## src/rtl/alu_sequencer_pkg.sv

```systemverilog
// rtl/alu_sequencer_pkg.sv - opcodes, flag indices, FSM states and PSR update masks
package alu_sequencer_pkg;

  localparam logic [4:0] OP_ADD  = 5'd0;
  localparam logic [4:0] OP_SUB  = 5'd1;
  localparam logic [4:0] OP_CMP  = 5'd2;
  localparam logic [4:0] OP_AND  = 5'd3;
  localparam logic [4:0] OP_OR   = 5'd4;
  localparam logic [4:0] OP_XOR  = 5'd5;
  localparam logic [4:0] OP_NOT  = 5'd6;
  localparam logic [4:0] OP_LSH  = 5'd7;
  localparam logic [4:0] OP_RSH  = 5'd8;
  localparam logic [4:0] OP_ARSH = 5'd9;

  localparam int FLAG_C = 0;
  localparam int FLAG_L = 1;
  localparam int FLAG_F = 2;
  localparam int FLAG_Z = 3;
  localparam int FLAG_N = 4;

  typedef enum logic [1:0] {
    ST_IDLE,
    ST_READ,
    ST_EXEC,
    ST_WB
  } seq_state_t;

  function automatic logic op_legal(input logic [4:0] op);
    return op <= OP_ARSH;
  endfunction

  // Bits set here are the PSR bits an opcode is allowed to overwrite.
  function automatic logic [4:0] psr_mask(input logic [4:0] op);
    logic [4:0] m;
    m = 5'b00000;
    case (op)
      OP_ADD, OP_SUB: m = 5'b11111;
      OP_CMP: begin
        m[FLAG_L] = 1'b1;
        m[FLAG_Z] = 1'b1;
        m[FLAG_N] = 1'b1;
      end
      default: m = 5'b00000;
    endcase
    return m;
  endfunction

endpackage

```

## src/rtl/alu_sequencer_alu.sv

```systemverilog
// rtl/alu_sequencer_alu.sv - combinational 16-bit ALU with comparison/carry/overflow flags
module alu_sequencer_alu
  import alu_sequencer_pkg::*;
#(
  parameter int DATA_W = 16
) (
  input  logic [DATA_W-1:0] a,
  input  logic [DATA_W-1:0] b,
  input  logic [4:0]        op,
  output logic [DATA_W-1:0] out,
  output logic [4:0]        flags
);

  logic [DATA_W:0]   sum;
  logic [DATA_W-1:0] diff;

  assign sum  = {1'b0, a} + {1'b0, b};
  assign diff = a - b;

  always_comb begin
    out   = '0;
    flags = 5'b00000;
    case (op)
      OP_ADD:  out = sum[DATA_W-1:0];
      OP_SUB:  out = diff;
      OP_CMP:  out = diff;
      OP_AND:  out = a & b;
      OP_OR:   out = a | b;
      OP_XOR:  out = a ^ b;
      OP_NOT:  out = ~b;
      OP_LSH:  out = {b[DATA_W-2:0], 1'b0};
      OP_RSH:  out = {1'b0, b[DATA_W-1:1]};
      OP_ARSH: out = {b[DATA_W-1], b[DATA_W-1:1]};
      default: out = '0;
    endcase

    // Compare flags relate the operands, not the result; the PSR mask decides who keeps them.
    if (op_legal(op)) begin
      flags[FLAG_Z] = (a == b);
      flags[FLAG_L] = (a < b);
      flags[FLAG_N] = ($signed(a) < $signed(b));
      if (op == OP_ADD) begin
        flags[FLAG_C] = sum[DATA_W];
        flags[FLAG_F] = (a[DATA_W-1] == b[DATA_W-1]) && (sum[DATA_W-1] != a[DATA_W-1]);
      end else if (op == OP_SUB) begin
        flags[FLAG_F] = (a[DATA_W-1] != b[DATA_W-1]) && (diff[DATA_W-1] != a[DATA_W-1]);
      end
    end
  end

endmodule

```

## src/rtl/alu_sequencer.sv

```systemverilog
// rtl/alu_sequencer.sv - four-state ALU sequencer with register file and PSR
// Define ALU_SEQ_DBG_EN to add the dbg_rd_addr/dbg_rd_data register file read port.
module alu_sequencer
  import alu_sequencer_pkg::*;
#(
  parameter int DATA_W   = 16,
  parameter int RF_DEPTH = 16
) (
  input  logic              clk,
  input  logic              reset,
  input  logic              req_valid,
  output logic              req_ready,
  input  logic [4:0]        req_op,
  input  logic [3:0]        req_dst,
  input  logic [3:0]        req_src,
  input  logic              req_imm_sel,
  input  logic [DATA_W-1:0] req_imm,
  output logic              rsp_valid,
  output logic [DATA_W-1:0] rsp_result,
  output logic [4:0]        rsp_flags,
  output logic              rsp_err,
  output logic              busy
`ifdef ALU_SEQ_DBG_EN
  ,
  input  logic [3:0]        dbg_rd_addr,
  output logic [DATA_W-1:0] dbg_rd_data
`endif
);

  seq_state_t        state;
  logic [4:0]        op_q;
  logic [3:0]        dst_q;
  logic [3:0]        src_q;
  logic              imm_sel_q;
  logic [DATA_W-1:0] imm_q;
  logic [DATA_W-1:0] opa_q;
  logic [DATA_W-1:0] opb_q;
  logic [DATA_W-1:0] res_q;
  logic [4:0]        flg_q;
  logic [4:0]        psr;
  logic [DATA_W-1:0] rf [RF_DEPTH];

  logic [DATA_W-1:0] alu_out;
  logic [4:0]        alu_flags;
  logic [4:0]        mask;

  alu_sequencer_alu #(.DATA_W(DATA_W)) u_alu (
    .a     (opa_q),
    .b     (opb_q),
    .op    (op_q),
    .out   (alu_out),
    .flags (alu_flags)
  );

  assign mask      = psr_mask(op_q);
  assign req_ready = (state == ST_IDLE);
  assign busy      = (state != ST_IDLE);
  assign rsp_flags = psr;

`ifdef ALU_SEQ_DBG_EN
  assign dbg_rd_data = rf[dbg_rd_addr];
`endif

  always_ff @(posedge clk) begin
    if (reset) begin
      state      <= ST_IDLE;
      op_q       <= '0;
      dst_q      <= '0;
      src_q      <= '0;
      imm_sel_q  <= 1'b0;
      imm_q      <= '0;
      opa_q      <= '0;
      opb_q      <= '0;
      res_q      <= '0;
      flg_q      <= '0;
      psr        <= '0;
      rsp_valid  <= 1'b0;
      rsp_err    <= 1'b0;
      rsp_result <= '0;
      for (int i = 0; i < RF_DEPTH; i++) rf[i] <= '0;
    end else begin
      rsp_valid <= 1'b0;
      rsp_err   <= 1'b0;
      case (state)
        ST_IDLE: begin
          if (req_valid) begin
            op_q      <= req_op;
            dst_q     <= req_dst;
            src_q     <= req_src;
            imm_sel_q <= req_imm_sel;
            imm_q     <= req_imm;
            state     <= ST_READ;
          end
        end
        ST_READ: begin
          opa_q <= rf[dst_q];
          opb_q <= imm_sel_q ? imm_q : rf[src_q];
          state <= ST_EXEC;
        end
        ST_EXEC: begin
          res_q <= alu_out;
          flg_q <= alu_flags;
          state <= ST_WB;
        end
        ST_WB: begin
          if (op_legal(op_q) && op_q != OP_CMP) rf[dst_q] <= res_q;
          psr        <= (psr & ~mask) | (flg_q & mask);
          rsp_valid  <= 1'b1;
          rsp_err    <= !op_legal(op_q);
          rsp_result <= op_legal(op_q) ? res_q : '0;
          state      <= ST_IDLE;
        end
        default: state <= ST_IDLE;
      endcase
    end
  end

endmodule

```

## config.mk

```make
export PLATFORM = sky130hd
export DESIGN_NAME = alu_sequencer
export DESIGN_NICKNAME = d
export VERILOG_FILES = /design/src/rtl/alu_sequencer_pkg.sv /design/src/rtl/alu_sequencer_alu.sv /design/src/rtl/alu_sequencer.sv
export SDC_FILE = /design/constraint.sdc
export NUM_CORES = 1
export LEC_CHECK = 0
export ABC_CLOCK_PERIOD_IN_PS = 3700
export CORE_UTILIZATION = 55
export CTS_CLUSTER_DIAMETER = 40
export DETAILED_ROUTE_END_ITERATION = 6
export GPL_TIMING_DRIVEN = 0
export PLACE_DENSITY = 0.78
export SYNTH_ARGS = -nofsm -noshare
export SYNTH_HDL_FRONTEND = slang
export SYNTH_HIERARCHICAL = 1
export SYNTH_SLANG_ARGS = --single-unit
```

## constraint.sdc

```tcl
create_clock -name clk -period 3.7 [get_ports clk]
set_input_delay 0.74 -clock clk [delete_from_list [all_inputs] [get_ports clk]]
set_output_delay 0.74 -clock clk [all_outputs]
set_load 0.02 [all_outputs]
```

==> summary.md <==
| Metric | Value |
|---|---|
| Resized cells post-CTS | `0` |
| Cell internal pwr | `10,100 uW` |
| GPL Wtd Cong | `1.01` |
| Vias in the first global route | `16,600` |
| Critical Path RT | `4.15 ns` |
| Clk pin slew, worst setup/hold paths | `0.06 ns` |
| Critical Path Start | `opa_q[1]$_SDFFE_PP0N_` |
| Hpwl dp | `53.0 mm` |
| Final setup TNS | `0 ns` |
| Final Cycle Share | `0.892` |
| Switching Share | `0.381` |
| Max-cap violations | `0` |
| Synth Area in Adders | `0.0330` |
| Fraction of layout cells with a size suffix above 1 | `0.149` |
| Final hold violation count | `0` |
| Net switching power | `6230 uW` |
| First-pass DRT Iterations | `7` |
| Mean routed wirelength per cell | `27.8 um` |
| Register share of total power | `0.322` |
| Worst IR Drop VDD | `0.000374 V` |
| Synth-to-layout area growth | `14.0%` |
| Post-synthesis mux area share | `0.142` |
| TritonCTS Buffers | `51` |
| Post-synth cell types | `96` |
| Antenna cells | `0` |
| Post-synthesis sequential area ratio | `0.466` |
| Status | `finished with violations` |
| Antenna violations before repair | `1` |
| Largest family of logic cells by synthesized area | `simple AND/OR/NAND/NOR gates` |
| Slowest stage delay, CP | `0.49 ns` |
| Layout Cells excl Fill | `2,560` |
| Postcts setup bufs | `0` |
| RSZ-0062 raised after global routing | `no` |
| Initial core utilization | `0.562` |
| Worst Max-Slew Pin Slew | `1.04 ns` |
| IO Port Bufs | `56` |
| FFs w/ async S/R, synth | `0` |
| Clk_lat worst skew | `0.61 ns` |
| Hold Crit Class | `flop to flop` |
| Critical-path cell list | `inv_1, ha_1, a211oi_1, o21ai_2, a41oi_2, o31ai_2, a221o_1, o21ai_1, nand2_1, mux2i_1, nor2_1` |
| Via density | `6.61` |
| Final worst path period need | `3.30 ns` |
| P per Cell Area | `673 nW/um^2` |
| Combinational share of power | `0.363` |
| Crit Path Class | `flop to flop` |
| Via count | `16,900` |
| Number of DRC markers in iteration 0 | `2,284` |
| Die width | `199 um` |
| Post-Synthesis Net Count | `1,989` |
| Die Area | `39,500 um^2` |
| Slew Limit Fails | `0` |
| Leak pwr | `0.00848 uW` |
| Slowest stage cell, crit path | `dfxtp_1` |
| GRT overflow | `0` |
| Peak Freq | `0.303 GHz` |
| Cell Rows | `71` |
| # hold bufs at CTS | `0` |
| Clock buffer depth | `3` |
| Final-report setup violation count | `0` |
| Die H | `199 um` |
| Reg-to-reg startpoint | `opa_q[1]$_SDFFE_PP0N_` |
| Mean Syn Cell Area | `11.2 um^2` |
| HP Start | `src_q[2]$_SDFFE_PP0P_` |
| Synth Area in Simple Gates | `0.165` |
| Pin count of the biggest net entering global routing | `17` |
| Core area | `37,900 um^2` |
| Yosys reg bits | `368` |
| Synth Instances | `1,901` |
| Synthesized cell area | `21,300 um^2` |
| Final nets | `2,098` |
| Clk pwr share | `0.314` |
| CTS root buffer | `clkbuf_16` |
| Ys flop type | `edfxtp_1` |
| Placed cell count | `2,468` |
| Crit. End Element | `flop` |
| Core Util, Final | `0.640` |
| CTS tree | `yes` |
| Relative slew slack | `0.306` |
| Synthesis warning total | `6` |
| Failing checks | `DRC` |
| Synth Area in Compound Gates | `0.144` |
| Post-route ant nets | `0` |
| Critical Path Start Type | `flop` |
| Drt total wl | `71.1 mm` |
| Num ports | `58` |
| First-pass GRT wire length | `105 mm` |
| # DRC | `3` |
| H-tree depth | `2` |
| EDFF count, synth | `256` |
| Max FO, Critical Path | `5` |
| Total GRT Usage | `0.364` |
| Sink Count | `368` |
| Arrival time at the worst endpoint | `3.75 ns` |
| Synth Area in XOR/XNOR | `0` |
| Setup Skew | `0.0335 ns` |
-- metrics by stage --
step                instance area, um^2  setup slack (ns)  total power (uW)  hold slack (ns)
finish                            24300             0.398             16400            0.459
global route                      24300             0.274             16900            0.475
CTS                               24300             0.482             16200            0.461
detailed placement                22500             0.454             11000            0.452
global placement                  22500             0.495             11000            0.445
floorplan                         21300              1.13              9200            0.431
-- layer usage --
| layer | track usage | share of wire |
|---|---|---|
| met1 | 0.457 | 0.38 |
| met2 | 0.593 | 0.47 |
| met3 | 0.0693 | 0.10 |
| met4 | 0.200 | 0.054 |
| met5 | 0 | 0.00017 |
-- power groups by stage --
stage | clock, uW | combinational (uW) | sequential (uW)
finish | 5140 | 5940 | 5270
global route | 5320 | 6280 | 5290
CTS | 5150 | 5770 | 5240
detailed placement | 0 | 5720 | 5310
global placement | 0 | 5650 | 5300
floorplan | 0 | 4150 | 5050
-- worst max-delay path: cells and delay by family, from the launching register on --
kind / cells / cell delay (ns)
adders and majority gates: 1 / 0.40
muxes: 1 / 0.15
buffers and inverters: 1 / 0.14
and+or+nand+nor: 2 / 0.19
AOI/OAI and AO/OA: 6 / 1.78
DFF: 1 / 0.49
-- final cells by class --
type,count,area [um^2]
buffer,149,863
clock inverter,33,403
inverter,56,210
multi-input combinational,1328,10300
tap,511,639
fill,2995,13600
clock buffer,59,1380
sequential,368,9930
timing repair buffer,56,561
-- cell usage after synthesis, drive strengths merged (4+ instances only) --
cell type  number  area (um^2)
inv            56          210
o21bai          5         37.5
o21ai          48          255
o22ai          59          369
o2111ai         5         43.8
nand2          96          368
a21oi         108          567
a32oi           4         35.0
or2            21          131
nor3           20          138
a21o            4         30.0
nor4           17          347
a31oi           5         37.5
a222oi         18          180
nor2b          26          163
o211ai         26          200
mux2           50          563
a22oi          28          210
edfxtp        256         7690
a311oi         17          149
mux2i         171         1710
and2          261         1630
ha             53          663
or3             5         36.3
a21boi          4         30.0
nand3b          5         41.3
nand3          11         60.1
clkbuf         84          315
nor2          109          412
nand2b          5         31.3
buf            65          548
a221oi         23          208
a31o            4         43.8
dfxtp         112         2240
a211oi         25          198
nor3b           4         51.3
mux4           33          743
o311a          16          160
-- registers in the layout, summed over array words and instances, names as in the netlist, named ones only --
register    count
dst_q           4
flg_q           5
imm_q          16
imm_sel_q       1
op_q            5
opa_q          16
opb_q          16
res_q          16
rf            256
rsp_err         1
rsp_result     16
rsp_valid       1
src_q           4
state           2
-- cell families (layout without fill, tap and decap cells) --
| kind of cell | Yosys count | in the layout |
|---|---|---|
| AO/OA/AOI/OAI | 428 | 428 |
| buffers and inverters | 205 | 353 |
| multiplexers | 254 | 254 |
| AND/OR/NAND/NOR | 591 | 591 |
| adder cells (fa/ha/maj) | 55 | 55 |
| flip-flops | 368 | 368 |
-- placed cells by master (no fill, tap or decap), drive strengths merged, types with 11 or more instances in the layout --
master	n
a211oi	25
a21oi	108
a221oi	23
a222oi	18
a22oi	28
a311oi	17
and2	261
buf	65
clkbuf	143
clkdlybuf4s50	56
clkinv	14
dfxtp	112
edfxtp	256
ha	53
inv	65
mux2	50
mux2i	171
mux4	33
nand2	96
nand3	11
nor2	109
nor2b	26
nor3	20
nor4	17
o211ai	26
o21ai	48
o22ai	59
o311a	16
or2	21
-- worst paths after layout --
check	cells after the start	to	slack [ns]
worst min-delay path	2	flop	0.46
worst max-delay path	11	res_q[15]$_SDFFE_PP0P_	0.40
worst min register to register	2	flop	0.46
worst max register to register	11	res_q[15]$_SDFFE_PP0P_	0.40
No activity file was read; power rests on OpenSTA's default activity.
